===== src/rtl/attn_softmax_pkg.sv =====
// Shared constants and FSM encoding for the attention softmax row stages.
package attn_softmax_pkg;

  localparam int DATAWIDTH = 16;
  localparam int NUM       = 4;
  localparam int BEATS     = 8;

  // Most negative two's-complement word; the neutral start value for a max.
  localparam logic [DATAWIDTH-1:0] MIN_VAL = 16'h8000;

  typedef enum logic [1:0] {
    IDLE  = 2'd0,
    ACCUM = 2'd1,
    DONE  = 2'd2
  } m1_state_e;

endpackage


===== src/rtl/mode1_max_stream_if.sv =====
// Beat input, row-maximum output and status signals of the mode-1 max stage.
interface mode1_max_stream_if #(
  parameter int DATAWIDTH = 16
);

  logic                 start;
  logic                 inp_valid;
  logic [DATAWIDTH-1:0] inp0;
  logic [DATAWIDTH-1:0] inp1;
  logic [DATAWIDTH-1:0] inp2;
  logic [DATAWIDTH-1:0] inp3;
  logic                 inp_ready;
  logic [DATAWIDTH-1:0] max_out;
  logic                 max_valid;
  logic                 max_ready;
  logic                 busy;

  // Upstream/downstream side that feeds beats and consumes the maximum.
  modport master (
    output start, inp_valid, inp0, inp1, inp2, inp3, max_ready,
    input  inp_ready, max_out, max_valid, busy
  );

  // The max stage itself.
  modport slave (
    input  start, inp_valid, inp0, inp1, inp2, inp3, max_ready,
    output inp_ready, max_out, max_valid, busy
  );

endinterface


===== src/rtl/mode1_max_stream_max4_signed.sv =====
// Purely combinational signed maximum of four words, two compare levels deep.
module max4_signed #(
  parameter int DATAWIDTH = 16
) (
  input  logic [DATAWIDTH-1:0] a,
  input  logic [DATAWIDTH-1:0] b,
  input  logic [DATAWIDTH-1:0] c,
  input  logic [DATAWIDTH-1:0] d,
  output logic [DATAWIDTH-1:0] y
);

  logic [DATAWIDTH-1:0] max_ab;
  logic [DATAWIDTH-1:0] max_cd;

  // Pairwise compare, then final compare; a strict '>' keeps the earlier lane on ties.
  always_comb begin
    max_ab = ($signed(b) > $signed(a)) ? b : a;
    max_cd = ($signed(d) > $signed(c)) ? d : c;
    y      = ($signed(max_cd) > $signed(max_ab)) ? max_cd : max_ab;
  end

endmodule


===== src/rtl/mode1_max_stream.sv =====
// Mode-1 softmax stage: streams one row of beats and reports its signed maximum.
module mode1_max_stream #(
  parameter int DATAWIDTH = attn_softmax_pkg::DATAWIDTH,
  parameter int BEATS     = attn_softmax_pkg::BEATS
) (
  input logic              clk,
  input logic              rst,
  mode1_max_stream_if.slave bus
);

  import attn_softmax_pkg::*;

  localparam int CW = (BEATS > 1) ? $clog2(BEATS) : 1;
  localparam logic [CW-1:0]        LAST_BEAT = CW'(BEATS - 1);
  localparam logic [DATAWIDTH-1:0] MIN_WORD  = MIN_VAL;

  m1_state_e            state_q, state_d;
  logic [DATAWIDTH-1:0] run_max_q, run_max_d;
  logic [DATAWIDTH-1:0] max_out_q, max_out_d;
  logic [CW-1:0]        cnt_q, cnt_d;
  logic [DATAWIDTH-1:0] beat_max;
  logic [DATAWIDTH-1:0] merged_max;
  logic                 accept;

  max4_signed #(.DATAWIDTH(DATAWIDTH)) u_max4 (
    .a (bus.inp0),
    .b (bus.inp1),
    .c (bus.inp2),
    .d (bus.inp3),
    .y (beat_max)
  );

  // Fold the beat maximum into the running maximum; the running value wins ties.
  always_comb begin
    merged_max = ($signed(beat_max) > $signed(run_max_q)) ? beat_max : run_max_q;
    accept     = (state_q == ACCUM) && bus.inp_valid;
  end

  // Next-state logic: start loads the row, accepted beats fold in, last beat publishes.
  always_comb begin
    state_d   = state_q;
    run_max_d = run_max_q;
    max_out_d = max_out_q;
    cnt_d     = cnt_q;
    case (state_q)
      IDLE: begin
        if (bus.start) begin
          state_d   = ACCUM;
          run_max_d = MIN_WORD;
          cnt_d     = '0;
        end
      end
      ACCUM: begin
        if (accept) begin
          run_max_d = merged_max;
          if (cnt_q == LAST_BEAT) begin
            state_d   = DONE;
            cnt_d     = '0;
            max_out_d = merged_max;
          end else begin
            cnt_d = cnt_q + 1'b1;
          end
        end
      end
      DONE: begin
        if (bus.max_ready) begin
          state_d = IDLE;
        end
      end
      default: state_d = IDLE;
    endcase
  end

  // State registers; reset discards any partial row and clears the result.
  always_ff @(posedge clk or negedge rst) begin
    if (!rst) begin
      state_q   <= IDLE;
      run_max_q <= '0;
      max_out_q <= '0;
      cnt_q     <= '0;
    end else begin
      state_q   <= state_d;
      run_max_q <= run_max_d;
      max_out_q <= max_out_d;
      cnt_q     <= cnt_d;
    end
  end

  // Handshake and status outputs decode directly from the registered state.
  always_comb begin
    bus.inp_ready = (state_q == ACCUM);
    bus.max_valid = (state_q == DONE);
    bus.busy      = (state_q != IDLE);
    bus.max_out   = max_out_q;
  end

endmodule


===== src/flat_wrapper.sv =====
// flat-port wrapper written by rule: the top's interface ports become plain ports
module mode1_max_stream_flat import attn_softmax_pkg::*;
#(
  parameter int DATAWIDTH = attn_softmax_pkg::DATAWIDTH,
  parameter int BEATS     = attn_softmax_pkg::BEATS
)
  (clk, rst, bus_start, bus_inp_valid, bus_inp0, bus_inp1, bus_inp2, bus_inp3, bus_max_ready, bus_inp_ready, bus_max_out, bus_max_valid, bus_busy);
  mode1_max_stream_if #(.DATAWIDTH(DATAWIDTH)) bus_i ();
  input logic clk;
  input logic rst;
  input wire logic [$bits(bus_i.start)-1:0] bus_start;
  input wire logic [$bits(bus_i.inp_valid)-1:0] bus_inp_valid;
  input wire logic [$bits(bus_i.inp0)-1:0] bus_inp0;
  input wire logic [$bits(bus_i.inp1)-1:0] bus_inp1;
  input wire logic [$bits(bus_i.inp2)-1:0] bus_inp2;
  input wire logic [$bits(bus_i.inp3)-1:0] bus_inp3;
  input wire logic [$bits(bus_i.max_ready)-1:0] bus_max_ready;
  output wire logic [$bits(bus_i.inp_ready)-1:0] bus_inp_ready;
  output wire logic [$bits(bus_i.max_out)-1:0] bus_max_out;
  output wire logic [$bits(bus_i.max_valid)-1:0] bus_max_valid;
  output wire logic [$bits(bus_i.busy)-1:0] bus_busy;
  assign bus_i.start = bus_start;
  assign bus_i.inp_valid = bus_inp_valid;
  assign bus_i.inp0 = bus_inp0;
  assign bus_i.inp1 = bus_inp1;
  assign bus_i.inp2 = bus_inp2;
  assign bus_i.inp3 = bus_inp3;
  assign bus_i.max_ready = bus_max_ready;
  assign bus_inp_ready = bus_i.inp_ready;
  assign bus_max_out = bus_i.max_out;
  assign bus_max_valid = bus_i.max_valid;
  assign bus_busy = bus_i.busy;
  mode1_max_stream #(.DATAWIDTH(DATAWIDTH), .BEATS(BEATS)) u_core (.clk(clk), .rst(rst), .bus(bus_i));
endmodule

===== config.mk =====
export PLATFORM = sky130hd
export DESIGN_NAME = mode1_max_stream_flat
export DESIGN_NICKNAME = d
export VERILOG_FILES = /design/src/rtl/attn_softmax_pkg.sv /design/src/rtl/mode1_max_stream_if.sv /design/src/rtl/mode1_max_stream_max4_signed.sv /design/src/rtl/mode1_max_stream.sv /design/src/flat_wrapper.sv
export SDC_FILE = /design/constraint.sdc
export NUM_CORES = 1
export LEC_CHECK = 0
export ABC_AREA = 1
export CELL_PAD_IN_SITES_DETAIL_PLACEMENT = 1
export CELL_PAD_IN_SITES_GLOBAL_PLACEMENT = 2
export CORE_AREA = 2 2 129 131
export CTS_CLUSTER_DIAMETER = 60
export DETAILED_ROUTE_END_ITERATION = 12
export DIE_AREA = 0 0 131 133
export GPL_ROUTABILITY_DRIVEN = 1
export PLACE_DENSITY_LB_ADDON = 0.1
export REMOVE_ABC_BUFFERS = 1
export SYNTH_ARGS = -nofsm -noshare
export SYNTH_HDL_FRONTEND = slang
export SYNTH_SLANG_ARGS = --single-unit

===== constraint.sdc =====
create_clock -name clk -period 2.4 [get_ports clk]
set_clock_uncertainty 0.2 [all_clocks]
set_input_delay 0.36 -clock clk [delete_from_list [all_inputs] [get_ports clk]]
set_output_delay 0.36 -clock clk [all_outputs]
set_load 0.05 [all_outputs]

Word level (Yosys, flattened, before mapping)
Cells that the tools add are included.
{"block": "totals", "regBits": 37, "latch_bits": 0, "mem_bits_rw": 0, "rom_bits": 0, "input_bits": 69, "out_inout_bits": 19, "word_cells": 39, "n_memories": 0}
{"block": "op_classes", "add_sub_neg": 1, "n_mul": 0, "div_mod_pow": 0, "order_cmp": 4, "eq_ne": 7, "n_shift": 0, "mux": 16, "bitwise": 0, "n_reduce_logical": 7}
{"operator": "two-way mux 16 bit", "n": 6}
{"operator": "> comparator 16 bit", "n": 4}
{"operator": "case mux 16 bit (2 select lines)", "n": 1}
{"operator": "two-way mux 3 bit", "n": 3}
{"operator": "two-way mux 2 bit", "n": 4}
{"operator": "case mux 2 bit (3 select lines)", "n": 1}
{"operator": "case mux 3 bit (2 select lines)", "n": 1}
{"operator": "AND reduction 3 bit", "n": 2}
{"operator": "inequality test 2 x 1 -> 1 bit (second input constant)", "n": 2}
{"operator": "inequality test 2 bit (second input constant)", "n": 2}
{"operator": "AND reduction 4 bit", "n": 1}
{"operator": "nonzero test 2 bit", "n": 2}
{"operator": "adder 3 x 1 -> 3 bit (second input constant)", "n": 1}
{"operator": "equality test 3 bit (second input constant)", "n": 1}
{"operator": "equality test 2 x 1 -> 1 bit (second input constant)", "n": 1}
{"operator": "equality test 2 bit (second input constant)", "n": 1}
{"operator": "zero test 2 bit", "n": 1}
{"operator": "logical AND 1 bit", "n": 1}

Longest topological paths before layout
Gate-level depths: netlist (run 1).
{"block": "logic_depth", "word_depth": 8, "depth_mapped": 48, "mapped_depth_nobuf": 46}

Cells and area by module
From an unflattened synthesis (run 1), not the netlist that was laid out.
{"block": "hier_totals", "hier_cells": 671, "area_unflattened_um2": 4446.8}
{"mod": "max4_signed", "instances": 1, "cells_each": 390, "area_per_inst_um2": 2225.9, "seq_area_each_um2": 0.0}
{"mod": "mode1_max_stream", "instances": 1, "cells_each": 281, "area_per_inst_um2": 2220.9, "seq_area_each_um2": 925.9}

Worst setup path before layout (run 1)
No wires, ideal clock.
{"block": "synth_path", "path_kind": "input port to flip-flop", "startpoint": "in bus_inp2[15]", "endpoint": "reg u_core.run_max_q[5]", "setup_time_ns": 0.134, "arrival_time_ns": 4.527, "required_ns": 2.066, "setup_slack_ns": -2.461, "path_stages": 35, "n_path_buf": 3, "path_cell_list": "inv_1 -> ha_1 -> a21oi_1 -> o21ai_1 -> a21oi_2 -> nand3_2 -> nand3_4 -> buf_12 -> nand2_1 -> nand2_1 -> inv_1 -> ha_1 -> nand2_2 -> nor4_4 -> nand2_1 -> nand2_1 -> nand2_1 -> nand3_4 -> inv_4 -> buf_6 -> nand3_2 -> nand2_1 -> ha_1 -> a21oi_1 -> o21a_1 -> nor2_1 -> nor2_1 -> nand2_1 -> nand2_1 -> nand2_1 -> nor2_8 -> buf_4 -> nand3_1 -> nand3_1 -> o21ai_0"}
{"block": "synth_via", "elab_chain_len": 8}
{"element": "start, declared", "line_no": "flat_wrapper.sv:15", "text": "input wire logic [$bits(bus_i.inp2)-1:0] bus_inp2;"}
{"element": "> comparator 16 bit", "line_no": "mode1_max_stream_max4_signed.sv:18", "text": "max_cd = ($signed(d) > $signed(c)) ? d : c;"}
{"element": "two-way mux 16 bit *", "line_no": "mode1_max_stream_max4_signed.sv:18"}
{"element": "> comparator 16 bit", "line_no": "mode1_max_stream_max4_signed.sv:19", "text": "y = ($signed(max_cd) > $signed(max_ab)) ? max_cd : max_ab;"}
{"element": "two-way mux 16 bit *", "line_no": "mode1_max_stream_max4_signed.sv:19"}
{"element": "> comparator 16 bit", "line_no": "mode1_max_stream.sv:35", "text": "merged_max = ($signed(beat_max) > $signed(run_max_q)) ? beat_max : run_max_q;"}
{"element": "two-way mux 16 bit *", "line_no": "mode1_max_stream.sv:35"}
{"element": "two-way mux 16 bit *", "line_no": "mode1_max_stream.sv:54", "text": "if (accept) begin"}
{"element": "case mux 16 bit (2 select lines) *", "line_no": "mode1_max_stream.sv:45", "text": "case (state_q)"}
{"element": "end signal, assigned", "line_no": "mode1_max_stream.sv:83", "text": "run_max_q <= run_max_d;"}
{"element": "end, declared", "line_no": "mode1_max_stream.sv:18", "text": "logic [DATAWIDTH-1:0] run_max_q, run_max_d;"}
Mark *: on every way between the ends. The rest lies on a longest branch, timed or not. The select of a mux whose other input is x is not followed.
A chain may end at the register's enable or synchronous reset.

Worst setup path in the final report (run 1)
{"block": "layout_path", "startpoint": "in bus_inp2[11]", "endpoint": "reg u_core.run_max_q[15]"}
Same word-level chain as after synthesis.

==> results of run 1 <==
critical path, delay by kind of cell:
kind                       cells  cell delay (ns)
adders and majority gates      3             0.78
AOI/OAI and AO/OA              2             0.38
buffers and inverters         10             0.95
and+or+nand+nor               25             2.55
sequential cells by signal, summed over array words and instances, names as in the netlist:
register            flops
u_core.run_max_q       16
u_core.cnt_q            3
u_core.bus.max_out     16
u_core.state_q          2
routing by layer:
layer	GRT usage [%]	vias up	share of wire, %
met3	2.14	30	1.8
li1	-	2832	-
met1	28.8	2807	42
met2	45.9	78	54
met5	0	-	0
met4	3.61	0	2.4
synth_stat cells, types with 3 or more instances:
cell type / count / area share, %
sky130_fd_sc_hd__o21ai_0: 5 / 0.54
sky130_fd_sc_hd__buf_2: 6 / 0.65
sky130_fd_sc_hd__buf_4: 4 / 0.65
sky130_fd_sc_hd__nand2_4: 11 / 2.7
sky130_fd_sc_hd__inv_2: 7 / 0.57
sky130_fd_sc_hd__nand3_4: 4 / 1.5
sky130_fd_sc_hd__ha_1: 66 / 18
sky130_fd_sc_hd__a21oi_1: 22 / 2.4
sky130_fd_sc_hd__nand4_1: 36 / 4.9
sky130_fd_sc_hd__nand2_2: 6 / 0.82
sky130_fd_sc_hd__nand3_2: 22 / 4.8
sky130_fd_sc_hd__nand2_1: 188 / 15
sky130_fd_sc_hd__o21ai_1: 16 / 1.7
sky130_fd_sc_hd__nor2_1: 20 / 1.6
sky130_fd_sc_hd__nand3_1: 70 / 7.6
sky130_fd_sc_hd__dfrtp_1: 37 / 20
sky130_fd_sc_hd__buf_6: 3 / 0.73
sky130_fd_sc_hd__inv_1: 118 / 9.6
stage by stage:
step	total power, mW	worst slack [ns]
after floorplan	3.78	-2.68
after global placement	5.56	-3.51
after detailed placement	5.77	-3.66
after CTS	8.53	-2.54
after global routing	10.1	-2.93
final	9.43	-2.67
placed cells by master (no fill, tap or decap), types with 9 or more instances in the layout:
cell,instances
sky130_fd_sc_hd__nand2_4,45
sky130_fd_sc_hd__ha_4,53
sky130_fd_sc_hd__nand3_2,47
sky130_fd_sc_hd__ha_1,11
sky130_fd_sc_hd__nand3_4,31
sky130_fd_sc_hd__nor2_1,9
sky130_fd_sc_hd__buf_4,205
sky130_fd_sc_hd__nand3_1,20
sky130_fd_sc_hd__clkdlybuf4s15_1,12
sky130_fd_sc_hd__dfrtp_1,37
sky130_fd_sc_hd__buf_6,24
sky130_fd_sc_hd__nor2_4,9
sky130_fd_sc_hd__clkdlybuf4s50_1,21
sky130_fd_sc_hd__o21ai_1,16
sky130_fd_sc_hd__nand4_1,36
sky130_fd_sc_hd__inv_2,45
sky130_fd_sc_hd__dlygate4sd2_1,11
sky130_fd_sc_hd__buf_12,10
sky130_fd_sc_hd__buf_2,26
sky130_fd_sc_hd__nand2_2,63
sky130_fd_sc_hd__nand2_1,96
sky130_fd_sc_hd__inv_1,76
sky130_fd_sc_hd__a21oi_2,14
layout make-up:
class | instances | area (µm²)
Tap cell | 220 | 275
Fill cell | 1899 | 6740
Inverter | 126 | 495
Timing Repair Buffer | 323 | 2750
Clock buffer | 7 | 143
Multi-Input combinational cell | 491 | 4840
Sequential cell | 37 | 926
kinds of logic after synthesis:
family | after synthesis | synth area share [%]
compound gates | 53 | 6.52
buf+inv | 142 | 13.0
simple gates | 370 | 42.5
flops | 37 | 20.1
fa+ha+maj | 66 | 17.9
path summary, 6_finish.rpt:
kind | startpoint | endpoint | slack, ns
min in group clk | u_core.bus.max_out[12] | u_core.bus.max_out[12] | 0.27
worst min-delay path | rst | u_core.run_max_q[4] | -0.03
worst max register to register | u_core.run_max_q[11] | u_core.run_max_q[15] | -0.03
worst min register to register | u_core.bus.max_out[12] | u_core.bus.max_out[12] | 0.27
max in group asynchronous | rst | u_core.bus.max_out[12] | 1.48
worst max-delay path | bus_inp2[11] | u_core.run_max_q[15] | -2.67
power by group:
group	total, mW	internal, mW	switching, mW
Clock	0.668	0.408	0.260
Combinational	7.81	3.45	4.37
Sequential	0.949	0.844	0.105
timing repair:
| action | CTS | global route |
|---|---|---|
| cloned | 5 | 0 |
| setup buffers | 70 | 7 |
| pin swaps | 111 | 62 |
| gates resized for setup | 494 | 101 |
| setup endpoints to repair | 32 | 32 |
==> results.md, run 1 <==
- The final layout contains 1119 nets.
- 0 antenna diodes ended up in the layout.
- With fillers left out, the area of the finished cells amounts to 9430 µm².
- The count of unique library cells instantiated by Yosys is 38.
- The via count is 5747.
- The number of antenna violations at the first check in global routing is 0.
- The worst setup path is launched from an input port.
- The post-route netlist has 63.4% of its cells at a drive strength greater than 1.
- The largest single stage delay on the critical path is 0.31 ns.
- The I/O pin count is 88.
- The post-synthesis sequential area ratio is 20.1%.
- After clock tree synthesis, the clock-pin slew on the worst setup and hold paths is 0.06 ns.
- The number of instances in the synthesized netlist is 668.
- For this design the ratio of total power to cell area is 1000 nW/µm².
- The starting density of the core is 28.5%.
- For this block, the initial DRC count from the detailed router was 144.
- The die covers 17400 µm².
- The post-layout instance count excluding filler cells is 1204.
- The slew at the pin closest to its max-slew limit is 0.847 ns.
- For this block, the routed nets add up to 20900 µm of wire.
- Measured on the finished design, the core utilization comes to 58.3%.
- The global route total overflow is 0.
- Yosys mapped a number of flops with a built-in enable equal to 0.
- Entering global routing, the biggest net connects 38 pins.
- The count of pins over their slew limit is 0.
- In this run the tool buffered the top-level ports with 87 buffer cells.
- After detailed routing, the number of vias per cell comes to 4.77.
- The max capacitance violation total is 0.
- The floorplan step set the die width to 131 µm.
- The worst max-slew margin expressed relative to the limit is 43.5%.
- The number of instances in the placed design is 1118.
- Final hold analysis gives a worst-case slack of -0.0250 ns.
- The clock tree from TritonCTS is yes.
- The area of the mapped netlist is 4600 µm².
- Clock tree synthesis inserted a total of 5 buffers.
- The worst voltage drop across the vdd grid is 0.625 mV.
- The area of the core region is 16200 µm².
- The signal arrival time at the worst endpoint is 5.05 ns.
- The time the worst path needs with I/O delays and setup is 5.07 ns.
- The remaining routing DRC violations is 0.
- The required time of the worst setup path is 2.38 ns.
- Across every metal layer, demand over resource in global routing totals 23.9%.
- The final reports fail on hold timing, setup timing.
- The count of H-tree levels built during CTS is 2.
- The row count is 47.
- Compared with the post-synthesis result, the final layout area differs by 105%.
- The insertion delay to the later sink of the worst-skew pair is 0.29 ns.
- Setup violations remaining at the end of the flow were counted as 32.
- Setup repair after global routing could not meet its margin everywhere.
- The most common cell type on the critical path is sky130_fd_sc_hd__nand2_4.
- The post-route setup TNS is -84.23 ns.
- The slowest library cell on the worst path is sky130_fd_sc_hd__nor3_4.
- Each instance of the synthesized netlist takes up on average 6.89 µm².
- The first global-routing pass estimated 32800 µm of wire.
- The die boundary height is 133 µm.
- The number of global-route vias before repair is 6518.
- The number of antenna-violating nets in the routed design is 0.
- Once routing completed, OpenROAD measured the worst setup slack at -2.67 ns.
- The post-synthesis register bit count is 37.
- The run finished, with violations left.
- Among all flip-flop cells after synthesis, the most frequent one is sky130_fd_sc_hd__dfrtp_1.
- The number of buffers between clock root and the deepest sink is 2.
- The top fanout value on the critical path is 8.
- The number of sinks on the clock net is 37.
- The number of detailed-routing iterations run before antenna repair is 4.
- The depth of the worst register-to-register path is 16.
- The weighted congestion at the end of routability-driven global placement is 0.831.
- The wire-length estimate of the detail-placed layout is 13800 µm.
- The placed instance area is 6880 µm².
- The path category of the worst min-delay check is in2async.
- After synthesis, the share of flip-flops with an asynchronous set or reset is 100%.
- The kind of end point of the critical path is a flop.
- The fmax is 0.197 GHz.
- In the final routed layout, each cell accounts on average for 17.4 µm.
- In this run the static leakage power is 4.71 nW.
- The count of hold-fix buffers inserted at cts is 0.
- The cell at the root of the clock tree is sky130_fd_sc_hd__clkbuf_16.
- During synthesis, Yosys emitted a total of 0 warnings.
- The number of hold violations in the final report was 37.
- The final period utilization is 211%.
- The worst setup path is of the in2reg kind.
Power figures use the tool's default switching activity.
==> run 2: changes to the inputs <==
--- a/config.mk
+++ b/config.mk
@@ -6,9 +6,11 @@
 export NUM_CORES = 1
 export LEC_CHECK = 0
 export ABC_AREA = 1
+export ABC_CLOCK_PERIOD_IN_PS = 2400
 export CELL_PAD_IN_SITES_DETAIL_PLACEMENT = 1
 export CELL_PAD_IN_SITES_GLOBAL_PLACEMENT = 2
 export CORE_AREA = 2 2 129 131
+export CTS_BUF_LIST = sky130_fd_sc_hd__clkbuf_4 sky130_fd_sc_hd__clkbuf_8 sky130_fd_sc_hd__clkbuf_16
 export CTS_CLUSTER_DIAMETER = 60
 export DETAILED_ROUTE_END_ITERATION = 12
 export DIE_AREA = 0 0 131 133
==> run 2 against run 1 <==
Net effect:
- the flow still finishes with violations (hold timing, setup timing)
- final cell count is 0.42% higher
- largest cell class unchanged
- global-route usage shrank 0.72 points
- core utilization shrank 2.1 points
==> results.md, run 2 (synthesis gave the netlist of run 1 again) <==
- The final-stage net count is 1124.
- For this design, the sink count on the clock tree is 37.
- The share of final-layout standard cells stronger than drive strength 1 is 59.7%.
- The remaining routing DRC violations is 0.
- The time the worst path needs with I/O delays and setup is 5.12 ns.
- The global route total overflow is 0.
- The flow ran to the end, but the final reports show violations.
- At the end of routability-driven placement, the weighted congestion stood at 0.831.
- The number of hold violations in the final report is 30.
- Of all nets on the critical path, the largest fanout is 8.
- STA classifies the critical path startpoint as an input port.
- The region available for standard cell placement spans 16200 µm².
- The die boundary height is 133 µm.
- The repair_antennas step left the layout with diodes totalling 0.
- The path category of the worst min-delay check is in2async.
- The clock reaches the later pin of the worst-skew pair after 0.28 ns.
- Summed over all layers, the routed wires come to 21000 µm.
- The initial utilization of the core area, before any placement, comes to 28.5%.
- The leading cell type in the layout, fill and taps excluded is sky130_fd_sc_hd__buf_4.
- In this run the count of I/O pins placed on the die edge is 88.
- The final HPWL from detailed placement is 13800 µm.
- The number of antenna violations at the first check in global routing is 0.
- The post-route core utilization is 56.3%.
- Summing internal, switching and leakage power gives 8.71 mW.
- For this run, the top clock speed supported by timing is 0.195 GHz.
- The most common cell type on the critical path is sky130_fd_sc_hd__nand2_4.
- The first detailed-routing pass took 4 iterations.
- The slowest library cell on the worst path is sky130_fd_sc_hd__ha_4.
- Setup repair after global routing could not meet its margin everywhere.
- Entering global routing, the biggest net connects 38 pins.
- The static leakage power is 4.65 nW.
- In the routed layout, each cell is associated on average with a via count of 4.77.
- The worst max-slew margin expressed relative to the limit is 43.3%.
- The horizontal extent of the die is 131 µm.
- The number of antenna-violating nets in the routed design is 0.
- Dividing the detail-routed wire length by the instance count gives 17.4 µm.
- The areal power density over the cells is 957 nW/µm².
- The count of hold-fix buffers inserted at cts is 0.
- The routed layout has 5767 vias.
- The post-route setup TNS is -86.31 ns.
- Global routing used 23.2% of the available tracks.
- The number of global-route vias before repair was 6408.
- The filler cells instantiated in the layout total 1939.
- During placement, the flow inserted port buffers numbering 87.
- For the pin with the worst max-slew slack, the measured transition is 0.851 ns.
- The die covers 17400 µm².
- The count of H-tree levels built during CTS is 2.
- TritonCTS built the clock tree.
- OpenSTA, run right after detailed placement, puts the worst setup slack at -3.66 ns.
- The critical path in this run is classified as in2reg.
- The placed instance area is 6880 µm².
- The kind of end point of the critical path is a flop.
- The library cells used most frequently in the layout, excluding fill and tap cells, are sky130_fd_sc_hd__buf_4, sky130_fd_sc_hd__nand2_1, sky130_fd_sc_hd__inv_1.
- The root buffer cell chosen for the clock tree is sky130_fd_sc_hd__clkbuf_16.
- The final reports fail on hold timing, setup timing.
- The number of buffers between clock root and the deepest sink is 2.
- The tightest hold path in the finished design has a slack of -0.0161 ns.
- The global-route wire length before repair is 31900 µm.
- At the worst endpoint, the required time is 2.36 ns.
- The area added between synthesis and finish is 97.7%.
- The count of pins over their slew limit is 0.
- The final period utilization is 214%.
- The signal arrival time at the worst endpoint is 5.08 ns.
- The post-layout instance count excluding filler cells is 1209.
- Setup violations remaining at the end of the flow were counted as 32.
- Clock tree synthesis inserted a total of 5 buffers.
- The number of instances in the placed design is 1118.
- The initialized floorplan defines 47 standard-cell rows.
- After routing the design area is 9100 µm².
- The number of DRC violations after detailed-routing iteration 0 is 147.
- The final worst setup slack is -2.72 ns.
- The clock edge transition at the registers on the reported setup and hold paths is 0.06 ns.
- The max capacitance violation total is 0.
- For this run, the slowest stage of the critical path takes 0.28 ns.
- Across the VDD grid, the largest voltage drop is 0.542 mV.
==> run 2: layout make-up <==
cell class	instances	area (µm²)	area share [%]
Multi-Input combinational cell	491	4520	49.6
Timing Repair Buffer	327	2730	30.0
Sequential cell	37	926	10.2
Inverter	126	490	5.39
Tap cell	220	275	3.02
Clock buffer	7	146	1.61
Timing Repair inverter	1	11.3	0.124
==> run 2: path summary, 6_finish.rpt <==
check | depth (start not counted) | startpoint | to | slack (ns)
worst max-delay path | 42 | bus_inp3[6] | u_core.run_max_q[8] | -2.72
min in group clk | 2 | u_core.bus.max_out[5] | u_core.bus.max_out[5] | 0.27
worst min register to register | 2 | u_core.bus.max_out[5] | u_core.bus.max_out[5] | 0.27
max in group asynchronous | 1 | rst | u_core.bus.max_out[12] | 1.48
worst max register to register | 17 | u_core.run_max_q[1] | u_core.run_max_q[15] | -0.01
worst min-delay path | 1 | rst | u_core.run_max_q[4] | -0.02
==> run 2: what timing repair did <==
item / 4_1_cts / 5_1_grt
pin swaps: 93 / 64
buffers inserted: 58 / 22
gates resized for setup: 413 / 98
setup endpoints to repair: 32 / 32
gates cloned: 5 / 1
==> run 2: report_power, final <==
| group | internal [mW] | switching [mW] | total [mW] |
|---|---|---|---|
| logic | 3.12 | 3.98 | 7.10 |
| registers | 0.844 | 0.0982 | 0.942 |
| clock network | 0.419 | 0.250 | 0.669 |
==> run 2: critical path, delay by kind of cell <==
family | cells | cell delay (ns)
buffers and inverters | 9 | 1.11
AOI/OAI and AO/OA | 3 | 0.24
adders and majority gates | 3 | 0.73
and+or+nand+nor | 27 | 2.59
==> run 2: routing by layer <==
metal  global-route usage [%]  wire length (µm)  vias to the layer above
met1                     28.8              8850                     2827
met5                        0                 0                        -
met2                     42.5             11400                       83
met3                     2.43               394                       25
li1                         -                 -                     2832
met4                     5.32               402                        0
==> run 3: changes to the inputs <==
--- a/config.mk
+++ b/config.mk
@@ -6,12 +6,12 @@
 export NUM_CORES = 1
 export LEC_CHECK = 0
 export ABC_AREA = 1
-export ABC_CLOCK_PERIOD_IN_PS = 2400
 export CELL_PAD_IN_SITES_DETAIL_PLACEMENT = 1
 export CELL_PAD_IN_SITES_GLOBAL_PLACEMENT = 2
 export CORE_AREA = 2 2 129 131
 export CTS_BUF_LIST = sky130_fd_sc_hd__clkbuf_4 sky130_fd_sc_hd__clkbuf_8 sky130_fd_sc_hd__clkbuf_16
 export CTS_CLUSTER_DIAMETER = 60
+export CTS_CLUSTER_SIZE = 14
 export DETAILED_ROUTE_END_ITERATION = 12
 export DIE_AREA = 0 0 131 133
 export GPL_ROUTABILITY_DRIVEN = 1
==> constraint.sdc (replaced) <==
create_clock -name clk -period 5.35 [get_ports clk]
set_clock_uncertainty 0.2 [all_clocks]
set_input_delay 0.8025 -clock clk [delete_from_list [all_inputs] [get_ports clk]]
set_output_delay 0.8025 -clock clk [all_outputs]
set_load 0.05 [all_outputs]
==> run 3 against run 2 <==
Net effect:
- the flow finishes with violations (setup timing)
- count of clock-buffer cells in the layout is 1 lower
- combinational power is 47% lower
- final cell count is 1.3% higher
- sequential cell count stayed put
- core utilization is 4.4 points higher
- sequential power is 55% lower
- clock power is 57% lower
- worst hold slack better by 0.29 ns
- critical path depth is 3 higher
- wire length is 9.7% higher
- global-route usage is 1.7 points higher
- critical path type unchanged
- critical endpoint is now u_core.bus.max_out[8]
- largest cell class unchanged
- largest power group unchanged
- highest routed layer unchanged
==> results.md, run 3 (synthesis gave the netlist of run 1 again) <==
- Wires add up to 23100 µm.
- The number of global-route vias before repair is 6720.
- Global routing used 24.8% of the available tracks.
- The total overflow left after global routing is 0.
- The depth of the worst register-to-register path is 11.
- In the final routed layout, each cell accounts on average for 18.8 µm.
- Clock-pin slew was measured on the worst setup and hold paths at 0.06 ns.
- Summing all multi-input logic gate instances after layout gives 5010 µm².
- The startpoint identified for the worst register-to-register timing path is u_core.state_q[0].
- STA classifies the critical path endpoint as a flop.
- For hold timing, the worst endpoint is u_core.bus.max_out[10].
- The number of hold violations in the final report is 0.
- From left edge to right edge, the die measures 131 µm.
- The worst hold path begins at u_core.bus.max_out[10].
- In this design, the stage delay of the slowest critical-path cell is 0.38 ns.
- The checks that failed: setup timing.
- The share of final-layout standard cells stronger than drive strength 1 is 66.6%.
- The count of pins over their slew limit came to 0.
- Once layout is complete, the cells apart from fillers number 1225.
- The signal arrival time at the worst endpoint is 5.70 ns.
- The leading cell type in the layout, fill and taps excluded is sky130_fd_sc_hd__buf_4.
- Headroom to the max-slew limit came out at 42.9%.
- The required time of the worst setup path is 5.32 ns.
- The count of H-tree levels built during CTS is 2.
- Once layout is complete, the utilization of the core stands at 60.7%.
- The pre-antenna-repair detailed-routing pass consisted of 4 iterations.
- The via count is 6011.
- In this run the core area contains 47 standard-cell rows.
- In the routed layout, each cell is associated on average with a via count of 4.91.
- The die boundary height is 133 µm.
- The depth of the worst hold-timing path is 2.
- For this configuration, the core starts out at a cell density of 28.5%.
- The post-placement setup slack is -1.12 ns.
- Across the whole layout, storage elements account for 926 µm².
- The final HPWL from detailed placement is 13800 µm.
- The area added between synthesis and finish is 113%.
- The register-to-register setup slack is 2.23 ns.
- The insertion delay to the later sink of the worst-skew pair is 0.29 ns.
- The cell at the root of the clock tree is sky130_fd_sc_hd__clkbuf_16.
- The flow ran to the end, but the final reports show violations.
- Across all setup checks in the final design, the least slack found is -0.378 ns.
- The combined buffer and inverter count along the critical path is 11.
- In this run the static leakage power is 4.84 nW.
- The global-route wire length before repair is 33800 µm.
- The setup violation total in the final timing report is 32.
- The clock net in this run drives a total of 37 sinks.
- In this run, post-CTS hold repair placed 0 buffers.
- The most common cell type on the critical path is sky130_fd_sc_hd__nand2_1.
- For this block, the initial DRC count from the detailed router was 239.
- The slowest library cell on the worst path is sky130_fd_sc_hd__nor4_4.
- In this run the worst setup path begins at bus_inp3[0].
- The smallest clock period supported by the final layout is computed as 5.73 ns.
- The top fanout value on the critical path is 8.
- The antenna diode count is 0.
- The final period utilization is 107%.
- The path category of the worst min-delay check is reg2reg.
- The library cells used most frequently in the layout, excluding fill and tap cells, are sky130_fd_sc_hd__buf_4, sky130_fd_sc_hd__nand2_1, sky130_fd_sc_hd__inv_1.
- The post-route setup TNS is -10.95 ns.
- The areal power density over the cells is 453 nW/µm².
- The remaining routing DRC violations is 0.
- The I/O pin count is 88.
- Setup repair after global routing could not meet its margin everywhere.
- Clock tree synthesis inserted a total of 5 buffers.
- The number of instances in the placed design is 1113.
- The number of antenna violations at the first check in global routing is 0.
- The die covers 17400 µm².
- The number of port buffers is 87.
- The weighted congestion at the end of routability-driven global placement is 0.868.
- The number of buffers between clock root and the deepest sink is 2.
- The kind of launch point of the worst setup path is an input port.
- Grouping stages by cell kind, the critical path spends the most delay in simple AND/OR/NAND/NOR gates.
- Once detail routing completed, the nets flagged for antenna violations numbered 0.
- The max capacitance violation total is 0.
- The clock tree from TritonCTS is yes.
- The end of the worst register-to-register path is u_core.bus.max_out[8].
- The worst setup path is of the in2reg kind.
- The number of filler cells placed in the layout is 1845.
- Entering global routing, the biggest net connects 38 pins.
- At the pin with the least slew margin, the transition time is 0.857 ns.
- The core region is 16200 µm².
- The final-stage net count is 1139.
- Across the VDD grid, the largest voltage drop is 0.430 mV.
- Static timing analysis puts the maximum clock frequency at 0.175 GHz.
==> run 3: changes by cell type in the layout (fill, tap and decap cells not counted), moves of 4 or more <==
cell and change:
sky130_fd_sc_hd__nand3_4 +19, sky130_fd_sc_hd__ha_4 +10, sky130_fd_sc_hd__ha_1 -9, sky130_fd_sc_hd__buf_4 +4
sky130_fd_sc_hd__nand3_2 +5, sky130_fd_sc_hd__clkdlybuf4s15_2 -5, sky130_fd_sc_hd__o21ai_1 -6, sky130_fd_sc_hd__o21ai_2 +6
sky130_fd_sc_hd__nand2_4 +4, sky130_fd_sc_hd__a21oi_1 -6, sky130_fd_sc_hd__clkbuf_2 +12, sky130_fd_sc_hd__nand3_1 -26
sky130_fd_sc_hd__nand2_1 -6, sky130_fd_sc_hd__buf_12 +6
==> run 3: area by class of cell <==
class                      instances  area share, %
multi-input combinational        489           51.1
timing repair buffer             344           30.0
sequential                        37           9.44
inverter                         126           5.05
tap                              220           2.81
clock buffer                       6           1.35
timing repair inverter             1          0.166
clock inverter                     2          0.102
==> run 3: report_power, final <==
group	internal, mW	leakage [nW]	switching, mW
sequential	0.379	0.480	0.0454
combinational	1.66	4.29	2.06
clock	0.176	0.0740	0.115
==> run 3: how the worst max path moves through the flow <==
stage	to	slack, ns	cells after the start
final	u_core.bus.max_out[8]	-0.38	45
after global routing	u_core.run_max_q[8]	-0.63	45
after CTS	u_core.run_max_q[5]	-0.15	39
after detailed placement	u_core.run_max_q[5]	-1.12	36
after global placement	u_core.run_max_q[3]	-0.94	37
after floorplan	u_core.run_max_q[15]	-0.17	34
==> run 3: metal layers <==
metal | track usage [%] | share of wire [%] | vias up
met1 | 28.0 | 39 | 2971
met5 | 0 | 0 | -
li1 | - | - | 2866
met4 | 9.34 | 3.2 | 0
met3 | 3.52 | 2.8 | 40
met2 | 46.4 | 55 | 134
==> run 3: worst reg2reg max path: cells and delay by family (launching register included) <==
family / cells / cell delay (ns)
buffers and inverters: 4 / 0.84
AOI/OAI and AO/OA: 1 / 0.09
DFF: 1 / 0.41
and+or+nand+nor: 6 / 1.53
==> run 3: through the flow <==
step / cell area (µm²) / hold slack [ns] / total power [mW]
floorplan: 4480 / 0.264 / 1.70
global placement: 6870 / 0.264 / 2.50
detailed placement: 6870 / 0.266 / 2.59
CTS: 9090 / 0.281 / 3.73
global route: 9810 / 0.308 / 4.73
finish: 9810 / 0.278 / 4.44
==> run 3: what timing repair did <==
action | 4_1_cts | 5_1_grt
setup buffers | 83 | 19
pin swaps | 114 | 97
gates cloned | 6 | 0
resized for setup | 451 | 166
setup endpoints to repair | 32 | 32
hold endpoints to repair | 0 | 0
